==> config.mk <==
export PLATFORM = sky130hd
export DESIGN_NAME = pll_lock_monitor
export DESIGN_NICKNAME = d
export VERILOG_FILES = /design/src/rtl/pll_mon_pkg.sv /design/src/rtl/pll_ref_edge_sync.sv /design/src/rtl/pll_lock_monitor.sv
export SDC_FILE = /design/constraint.sdc
export NUM_CORES = 1
export LEC_CHECK = 0
export BUFFER_PORTS_ARGS = -buffer_cell sky130_fd_sc_hd__buf_2
export CORE_UTILIZATION = 59
export CTS_CLUSTER_DIAMETER = 40
export DETAILED_ROUTE_END_ITERATION = 8
export GPL_TIMING_DRIVEN = 1
export PLACE_DENSITY_LB_ADDON = 0.1
export SETUP_SLACK_MARGIN = 0.15
export SYNTH_ARGS = -nofsm -noshare
export SYNTH_HDL_FRONTEND = slang
export SYNTH_SLANG_ARGS = --single-unit
==> constraint.sdc <==
create_clock -name clk -period 2.51 [get_ports clk]
set_input_delay 0.502 -clock clk [delete_from_list [all_inputs] [get_ports clk]]
set_output_delay 0.502 -clock clk [all_outputs]
set_load 0.05 [all_outputs]
==> src/rtl/pll_mon_pkg.sv <==
// Shared types and helpers for the PLL lock monitor.
//  - pll_state_e : monitor FSM states
//  - exp_lo/exp_hi : acceptance bounds of a window count, MULT*REF_CYCLES -/+ TOL
//  - is_lock_state : states in which the lock output is asserted
package pll_mon_pkg;

  typedef enum logic [1:0] {
    IDLE    = 2'd0,
    ACQUIRE = 2'd1,
    LOCKED  = 2'd2,
    HOLD    = 2'd3
  } pll_state_e;

  function automatic int exp_lo(input int mult, input int ref_cycles, input int tol);
    return mult * ref_cycles - tol;
  endfunction

  function automatic int exp_hi(input int mult, input int ref_cycles, input int tol);
    return mult * ref_cycles + tol;
  endfunction

  function automatic logic is_lock_state(input pll_state_e s);
    return (s == LOCKED) || (s == HOLD);
  endfunction

endpackage

==> src/rtl/pll_ref_edge_sync.sv <==
// REF synchroniser: two metastability flops plus one delay flop for
// rising-edge detection on the synchronised signal.
//  clk      in  PLL output clock
//  reset    in  synchronous, active-high; clears every flop
//  ref_in   in  REF clock, asynchronous to clk
//  ref_rise out one-cycle pulse per synchronised REF rising edge
module pll_ref_edge_sync (
  input  logic clk,
  input  logic reset,
  input  logic ref_in,
  output logic ref_rise
);

  // sh[0]: first sync stage, sh[1]: synchronised REF, sh[2]: previous sample
  logic [2:0] sh;

  always_ff @(posedge clk) begin
    if (reset) sh <= '0;
    else       sh <= {sh[1:0], ref_in};
  end

  assign ref_rise = sh[1] & ~sh[2];

endmodule

==> src/rtl/pll_lock_monitor.sv <==
// Digital lock detector for the avsdpll -> RVMyth interface, clocked by the
// PLL output. Counts clk cycles across REF_CYCLES REF periods, compares the
// count with MULT*REF_CYCLES +/- TOL, declares lock after LOCK_WINDOWS good
// windows in a row and drops it after UNLOCK_WINDOWS bad ones. The RVMyth
// core is held in reset until RST_RELEASE cycles after lock rises. A REF
// silence of REF_TIMEOUT cycles raises the sticky ref_lost flag.
//
// Optional feature: define PLL_MON_LOL_CNT_EN to build the loss-of-lock
// event counter; otherwise lol_count is tied to zero.
//
// Ports:
//  clk        in   PLL output clock (only clock)
//  reset      in   synchronous reset, active-high
//  en         in   monitor enable (EN_VCO)
//  ref_in     in   REF clock, asynchronous
//  lock       out  PLL locked
//  core_reset out  RVMyth reset, active-high
//  meas_count out  clk count of the last completed window
//  meas_valid out  one-cycle pulse when meas_count updates
//  ref_lost   out  sticky REF-timeout flag, cleared by reset or en low
//  lol_count  out  saturating count of lock-loss events
module pll_lock_monitor
  import pll_mon_pkg::*;
#(
  parameter int MULT           = 8,
  parameter int REF_CYCLES     = 16,
  parameter int TOL            = 2,
  parameter int LOCK_WINDOWS   = 4,
  parameter int UNLOCK_WINDOWS = 2,
  parameter int REF_TIMEOUT    = 1024,
  parameter int RST_RELEASE    = 16,
  parameter int COUNT_W        = 12
) (
  input  logic               clk,
  input  logic               reset,
  input  logic               en,
  input  logic               ref_in,
  output logic               lock,
  output logic               core_reset,
  output logic [COUNT_W-1:0] meas_count,
  output logic               meas_valid,
  output logic               ref_lost,
  output logic [7:0]         lol_count
);

  localparam logic [COUNT_W-1:0] LO      = COUNT_W'(exp_lo(MULT, REF_CYCLES, TOL));
  localparam logic [COUNT_W-1:0] HI      = COUNT_W'(exp_hi(MULT, REF_CYCLES, TOL));
  localparam logic [COUNT_W-1:0] CNT_MAX = '1;
  localparam int EW = $clog2(REF_CYCLES + 1);
  localparam int TW = $clog2(REF_TIMEOUT + 1);
  localparam int GW = $clog2(LOCK_WINDOWS + 1);
  localparam int BW = $clog2(UNLOCK_WINDOWS + 1);
  localparam int RW = $clog2(RST_RELEASE + 1);

  pll_state_e       state, state_nxt;
  logic [GW-1:0]    good_cnt, good_nxt;
  logic [BW-1:0]    bad_cnt, bad_nxt;
  logic [RW-1:0]    rel_cnt, rel_nxt;
  logic             lock_nxt;
  logic             win_open;
  logic [COUNT_W-1:0] cnt, cnt_inc;
  logic [EW-1:0]    ecnt;
  logic [TW-1:0]    tcnt, tcnt_inc;
  logic             ref_rise, close_win, win_good, timeout;

  pll_ref_edge_sync u_sync (
    .clk      (clk),
    .reset    (reset),
    .ref_in   (ref_in),
    .ref_rise (ref_rise)
  );

  assign cnt_inc  = (cnt == CNT_MAX) ? cnt : cnt + COUNT_W'(1);
  // tcnt holds clk cycles since the last REF edge; timeout fires on the
  // cycle it reaches REF_TIMEOUT, and an edge in that cycle wins.
  assign tcnt_inc = (tcnt == TW'(REF_TIMEOUT)) ? tcnt : tcnt + TW'(1);
  assign timeout  = !ref_rise && (tcnt_inc == TW'(REF_TIMEOUT));
  assign close_win = ref_rise && win_open && (ecnt == EW'(REF_CYCLES - 1));
  assign win_good  = (cnt >= LO) && (cnt <= HI) && (cnt != CNT_MAX);

  always_comb begin
    state_nxt = state;
    good_nxt  = good_cnt;
    bad_nxt   = bad_cnt;
    if (!en) begin
      state_nxt = IDLE;
      good_nxt  = '0;
      bad_nxt   = '0;
    end else if (state == IDLE) begin
      state_nxt = ACQUIRE;
    end else if (timeout) begin
      state_nxt = ACQUIRE;
      good_nxt  = '0;
      bad_nxt   = '0;
    end else if (close_win) begin
      if (state == ACQUIRE) begin
        if (!win_good)
          good_nxt = '0;
        else if (good_cnt == GW'(LOCK_WINDOWS - 1)) begin
          state_nxt = LOCKED;
          good_nxt  = '0;
        end else
          good_nxt = good_cnt + GW'(1);
      end else begin
        // LOCKED and HOLD share this path: bad_cnt is zero in LOCKED
        if (win_good) begin
          state_nxt = LOCKED;
          bad_nxt   = '0;
        end else if (bad_cnt == BW'(UNLOCK_WINDOWS - 1)) begin
          state_nxt = ACQUIRE;
          bad_nxt   = '0;
        end else begin
          state_nxt = HOLD;
          bad_nxt   = bad_cnt + BW'(1);
        end
      end
    end
  end

  assign lock_nxt = is_lock_state(state_nxt);

  // Release counter runs only while lock is already high, so core_reset
  // drops exactly RST_RELEASE cycles after lock rises.
  always_comb begin
    rel_nxt = '0;
    if (lock_nxt)
      rel_nxt = (lock && rel_cnt != RW'(RST_RELEASE)) ? rel_cnt + RW'(1) : rel_cnt;
  end

  always_ff @(posedge clk) begin
    if (reset) begin
      state      <= IDLE;
      good_cnt   <= '0;
      bad_cnt    <= '0;
      lock       <= 1'b0;
      rel_cnt    <= '0;
      core_reset <= 1'b1;
      win_open   <= 1'b0;
      cnt        <= '0;
      ecnt       <= '0;
      tcnt       <= '0;
      meas_count <= '0;
      meas_valid <= 1'b0;
      ref_lost   <= 1'b0;
    end else begin
      state      <= state_nxt;
      good_cnt   <= good_nxt;
      bad_cnt    <= bad_nxt;
      lock       <= lock_nxt;
      rel_cnt    <= rel_nxt;
      core_reset <= !(lock_nxt && rel_nxt == RW'(RST_RELEASE));
      meas_valid <= 1'b0;
      if (!en || state == IDLE) begin
        win_open   <= 1'b0;
        cnt        <= '0;
        ecnt       <= '0;
        tcnt       <= '0;
        meas_count <= '0;
        ref_lost   <= 1'b0;
      end else if (timeout) begin
        ref_lost <= 1'b1;
        win_open <= 1'b0;  // partial window is discarded
        tcnt     <= tcnt_inc;
        cnt      <= '0;
        ecnt     <= '0;
      end else begin
        tcnt <= ref_rise ? TW'(1) : tcnt_inc;
        cnt  <= cnt_inc;
        if (ref_rise) begin
          if (!win_open) begin
            // opening edge: start counting, nothing to report
            win_open <= 1'b1;
            cnt      <= COUNT_W'(1);
            ecnt     <= '0;
          end else if (close_win) begin
            // windows are back to back: the closing edge opens the next one
            meas_count <= cnt;
            meas_valid <= 1'b1;
            cnt        <= COUNT_W'(1);
            ecnt       <= '0;
          end else begin
            ecnt <= ecnt + EW'(1);
          end
        end
      end
    end
  end

`ifdef PLL_MON_LOL_CNT_EN
  logic [7:0] lol_q;
  logic       lol_evt;

  // only lock-loss into ACQUIRE counts; en low forces IDLE and is excluded
  assign lol_evt = en && is_lock_state(state) && (state_nxt == ACQUIRE);

  always_ff @(posedge clk) begin
    if (reset)                         lol_q <= '0;
    else if (lol_evt && lol_q != 8'hFF) lol_q <= lol_q + 8'd1;
  end

  assign lol_count = lol_q;
`else
  assign lol_count = 8'd0;
`endif

endmodule
# --- Word-level counts from Yosys, hierarchy flattened ---
# Index checks and enable logic that the tools add are counted.
totals:
  ff_bits: 60
  word_cells: 95
  output_inout_bits: 24
  in_bits: 4
classes:
  reduce_logical: 22
  n_lt_le_gt_ge: 2
  mux: 31
  bitwise: 7
  add_sub_neg: 6
  n_eq_ne: 13
op_table:
  columns: ["operator", "count"]
  rows:
  - ["$mux W12", 4]
  - ["$mux W11", 3]
  - ["$mux W2", 14]
  - ["$eq A11 B11 Y1 const B", 2]
  - ["$mux W5", 4]
  - ["$mux W3", 5]
  - ["$add A12 B1 Y12 const B", 1]
  - ["$eq A12 B12 Y1 const B", 1]
  - ["$ge A12 B7 Y1 const B", 1]
  - ["$le A12 B8 Y1 const B", 1]
  - ["$ne A12 B12 Y1 const B", 1]
  - ["$add A11 B1 Y11 const B", 1]
  - ["$add A5 B1 Y5 const B", 2]
  - ["$logic_and A1 B1 Y1", 7]
  - ["$not A1 Y1", 6]
  - ["$reduce_and A3 Y1", 2]
  - ["$eq A5 B4 Y1 const B", 1]
  - ["$eq A5 B5 Y1 const B", 1]
  - ["$ne A5 B5 Y1 const B", 1]
  - ["$reduce_or A5 Y1", 1]
  - ["$eq A2 B1 Y1 const B", 2]
  - ["$eq A2 B2 Y1 const B", 2]
  - ["$reduce_and A4 Y1", 1]
  - ["$reduce_bool A2 Y1", 2]
  - ["other kinds (11)", 15]

# --- Logic depth before layout (Yosys ltp) ---
logic_depth:
  ltp_word: 15
  mapped_depth: 9
  mapped_depth_nobuf: 8

# --- Hierarchy ---
# A second synthesis with hierarchy kept.
hier_totals:
  cells_unflattened: 351
  area_unflattened_um2: 2966.6
by_module_without_submodules:
  columns: ["mod", "seq_area_each_um2", "n_inst", "cells_each", "area_per_inst_um2"]
  rows:
  - ["pll_lock_monitor", 1141.1, 1, 344, 2879.0]
  - ["pll_ref_edge_sync", 60.1, 1, 7, 87.6]

# --- Least setup slack after synthesis ---
# No wires, ideal clock.
synth_path:
  path_type: "flip-flop to flip-flop"
  start: "reg tcnt[2]"
  end: "reg cnt[6]"
  required_time_ns: 2.376
  n_path_buf: 1
  synth_period_minus_slack_ns: 2.092
  arrival_time_ns: 1.958
  setup_slack_ns: 0.418
  stages_incl_launch_ff: 8
  setup_ns: 0.134
  path_cell_list: "dfxtp_1 nand3_2 or3_1 xnor2_1 a2111o_2 o21ai_2 buf_4 a21oi_1"
synth_between:
  elab_chain_cells: 5
  elab_cells_between_ends: 6
  cone_classes: "add/sub (1); eq/ne (2); mux (1); reduce/logical (2)"
synth_rtl:
  columns: ["element", "line", "source"]
  rows:
  - ["start, declared", "pll_lock_monitor.sv:63", "logic [TW-1:0] tcnt, tcnt_inc;"]
  - ["start signal, assigned", "pll_lock_monitor.sv:163", "tcnt <= tcnt_inc;"]
  - ["start signal, assigned", "pll_lock_monitor.sv:167", "tcnt <= ref_rise ? TW'(1) : tcnt_inc;"]
  - ["$add A11 B1 Y11 / $eq A11 B11 Y1 (equally long branches)", "pll_lock_monitor.sv:76", "assign tcnt_inc = (tcnt == TW'(REF_TIMEOUT)) ? tcnt : tcnt + TW'(1);"]
  - ["$mux W11 *", "pll_lock_monitor.sv:76", null]
  - ["$eq A11 B11 Y1 *", "pll_lock_monitor.sv:77", "assign timeout = !ref_rise && (tcnt_inc == TW'(REF_TIMEOUT));"]
  - ["$logic_and A1 B1 Y1 *", "pll_lock_monitor.sv:77", null]
  - ["$reduce_or A3 Y1 (no line) *", null, null]
  - ["end signal, assigned", "pll_lock_monitor.sv:168", "cnt <= cnt_inc;"]
  - ["end, declared", "pll_lock_monitor.sv:61", "logic [COUNT_W-1:0] cnt, cnt_inc;"]
# Every way passes the cells marked *; elsewhere a longest branch is shown, timed or not.
# A chain may end at the register's enable or synchronous reset.

# --- Worst setup path after layout ---
layout_path:
  start: "reg tcnt[1]"
  end: "reg rel_cnt[2]"
layout_between:
  elab_chain_cells: 10
  elab_cells_between_ends: 12
  cone_classes: "add/sub (1); eq/ne (4); mux (5); reduce/logical (2)"
layout_rtl:
  columns: ["element", "line", "source"]
  rows:
  - ["$add A11 B1 Y11 / $eq A11 B11 Y1 (equally long branches)", "pll_lock_monitor.sv:76", null]
  - ["$mux W11 *", "pll_lock_monitor.sv:76", null]
  - ["$eq A11 B11 Y1 *", "pll_lock_monitor.sv:77", null]
  - ["$logic_and A1 B1 Y1 *", "pll_lock_monitor.sv:77", null]
  - ["$mux W2 *", "pll_lock_monitor.sv:91", "end else if (timeout) begin"]
  - ["$mux W2 *", "pll_lock_monitor.sv:89", "end else if (state == IDLE) begin"]
  - ["$mux W2 *", "pll_lock_monitor.sv:85", "if (!en) begin"]
  - ["$eq A2 B2 Y1", "pll_mon_pkg.sv:23", "return (s == LOCKED) || (s == HOLD);"]
  - ["$logic_or A1 B1 Y1 *", "pll_mon_pkg.sv:23", null]
  - ["$mux W5 *", "pll_lock_monitor.sv:126", "if (lock_nxt)"]
  - ["end signal, assigned", "pll_lock_monitor.sv:150", "rel_cnt <= rel_nxt;"]
  - ["end, declared", "pll_lock_monitor.sv:58", "logic [RW-1:0] rel_cnt, rel_nxt;"]
# Marked as above.

==> run_results.csv <==
group,metric,value,unit
status,status,"complete, no violations",
global_route,antenna_found_initial,0,
sta,holdWs,0.390,ns
setup_path,critPathMaxFanout,18,
synth,synth_cell_types,53,
sta,tns,0,ns
global_route,grt_pass1_vias,2294,
setup_path,reg2reg_slack,0.28,ns
die,fp-row-count,25,
placement,placed_cells,429,
placement,dp_hpwl,4270,um
synth,syn_avg_cell_area,8.36,sq um
setup_path,cp.arrival,2.42,ns
setup_path,crit_path_end,"rel_cnt[2]",
setup_path,reg2reg_depth,7,
setup_path,start_kind,"flip-flop",
synth,synth_seq_cells,60,
synth,ys_seq_area_frac,0.409,
sta,fmax,449,MHz
setup_path,crit_start,"tcnt[1]",
synth,syn_inst,351,
cells_and_area,seq_area,1210,sq um
setup_path,endpoint_kind,"flip-flop",
die,initial_core_util,0.617,
flow_run,maxCapViolCount,0,
drt,ant_nets,0,
cells_and_area,fillers,421,
synth,synth-warning-count,0,
cells_and_area,final_layout_size_suffix_gt1_frac,0.156,
synth,synth-edff-count,0,
drt,drt_iter0_drc,200,
drt,wl_per_cell,13.8,um
placement,port_buffers,19,
clock_network,tritoncts,"yes",
setup_path,path_common_cell,"nand4_1",
sta,period_needed,2.23,ns
die,core,4750,sq um
clock_network,clkLatencyLatePin,0.33,ns
pwr,p_per_area,552,nW/um^2
sta,finalMaxSlewViolations,0,
placement,gp_congestion,0.883,
worst_hold_path,hold_class,"input port to flip-flop",
drt,drc,0,
die,io_pins,28,
global_route,grt_max_degree,23,
die,die_area,5260,sq um
sta,slew_headroom,0.599,
clock_network,clock_sinks,60,
drt,drt_wl_total,6160,um
setup_path,worstReg2RegStart,"tcnt[1]",
cells_and_area,fin_cells,446,
clock_network,clock_path_buffers,2,
clock_network,clk_pin_slew,0.06,ns
sta,worst_pin_slew,0.596,ns
pwr,p_leak,1.16,nW
synth,syn-cell-area,2940,sq um
global_route,grt_usage,0.256,
global_route,grt_overflow,0,
global_route,grt_pass1_wl,10400,um
synth,async_flop_share,0,
clock_network,root_buffer,"clkbuf_8",
pwr,ir_drop,345,uV
sta,finalHoldViolCount,0,
sta,finClkSkew,0.00784,ns
die,die_w,72.5,um
setup_path,crit_required,2.70,ns
clock_network,postCtsHoldBufs,0,
cells_and_area,area_growth,11.7,%
sta,finalSetupViolCount,0,
cells_and_area,nets,386,
synth,synth-main-ff-cell,"dfxtp_1",
drt,via_count,2505,
sta,rsz0062_at_grt,"no",
setup_path,slowest_stage,"a2111o_2",
setup_path,r2r_end,"rel_cnt[2]",
cells_and_area,multi_input_area,1610,sq um
die,die_y,72.5,um
sta,post-route-period-util,0.887,
setup_path,crit_path_max_incr_delay,0.58,ns
drt,drt_pass1_iterations,4,
clock_network,cts_buffers,9,
setup_path,path_cells,"ha_2, nand4_1, o21ai_2, nand4_1, a2111o_2, nor2_8, o32ai_1",
drt,via_per_inst,5.62,
setup_path,critical_path_class,"flip-flop to flip-flop",
clock_network,htreeDepth,3,
cells_and_area,diodes,0,
[report_power, final]
group | internal, mW | switching, mW | leakage (nW)
Combinational | 0.0125 | 0.0488 | 0.583
Clock | 0.439 | 0.350 | 0.0937
Sequential | 0.956 | 0.00461 | 0.486
Total | 1.41 | 0.404 | 1.16
[routing by layer]
metal,vias to the layer above,share of wire,global-route usage
met3,8,0.039,0.0653
met1,1177,0.47,0.329
li1,1264,-,-
met5,-,0,0
met2,56,0.48,0.420
met4,0,0.013,0.0828
[worst min path at each step]
stage	from	to	slack, ns	cells past startpoint
final	reset	u_sync.sh[1]	0.39	2
after global routing	reset	u_sync.sh[2]	0.39	2
after CTS	reset	u_sync.sh[1]	0.38	2
after detailed placement	u_sync.sh[0]	u_sync.sh[1]	0.44	1
after global placement	u_sync.sh[0]	u_sync.sh[1]	0.44	1
after floorplan	u_sync.sh[0]	u_sync.sh[1]	0.41	1
[kinds of logic after synthesis]
logic type,synth area share
compound gates,0.133
xor+xnor,0.0597
fa+ha+maj,0.0341
buf+inv,0.0584
flops,0.409
mux,0.00682
other cells,0.00128
simple gates,0.298
[cell type report]
cell class                 count  area share
clock buffer                  15      0.0538
clock inverter                 1     0.00153
inverter                      10      0.0114
multi-input combinational    265       0.490
sequential                    60       0.368
tap                           67      0.0256
timing repair buffer          28      0.0496
[cells in the mapped netlist, types with 3 or more instances]
cell type	n	area, sq um
dfxtp_1	60	1200
nand2_1	42	158
nor2_1	30	113
a21oi_1	25	125
nor2b_1	16	100
nand3_1	13	65.1
nand4_1	13	81.3
nor3_1	13	65.1
clkbuf_1	11	41.3
xor2_1	11	96.3
inv_1	10	37.5
buf_4	9	67.6
o21ai_0	9	45.0
or3_1	9	56.3
xnor2_1	9	78.8
ha_1	8	100
nor4_1	5	31.3
o32ai_1	5	43.8
a31oi_1	4	25.0
nand2b_1	4	25.0
and3_1	3	18.8
nand3b_1	3	22.5
[what timing repair did]
item / CTS / global route
buffers inserted: 0 / 1
gates resized for setup: 0 / 8
endpoints found under the setup margin: 0 / 30
[placed cells by master, fill, tap and decap left out, types with 9 or more instances in the layout]
master / netlist / routed
buf_2: 1 / 19
nor2b_1: 16 / 16
nand4_1: 13 / 13
inv_1: 10 / 10
nor3_1: 13 / 13
nand3_1: 13 / 13
xor2_1: 11 / 11
a21oi_1: 25 / 25
clkbuf_8: 0 / 12
dfxtp_1: 60 / 56
buf_4: 9 / 9
or3_1: 9 / 9
nand2_1: 42 / 42
nor2_1: 30 / 30
xnor2_1: 9 / 9
[through the flow]
stage               worst slack, ns  area [sq um]   util  power [mW]
global route                  0.150          3280  0.690        1.87
floorplan                     0.418          2960      -        1.04
CTS                           0.231          3250  0.683        1.83
finish                        0.285          3280  0.690        1.81
global placement              0.301          3070  0.645        1.04
detailed placement            0.248          3070  0.645        1.04
[flip-flops by register name (all words and copies together) (netlist names)]
name and cells:
good_cnt 3, ref_lost 1, rel_cnt 5, meas_valid 1
cnt 12, u_sync.sh 3, win_open 1, bad_cnt 2
ecnt 5, tcnt 11, lock 1, state 2
core_reset 1, meas_count 12
[worst max-delay path, delay by kind of cell, from the launching register on]
family,cells,cell delay [ns]
fa+ha+maj,1,0.24
simple gates,3,0.55
compound gates,3,0.91
flops,1,0.38
(Power assumes the default switching activity.)
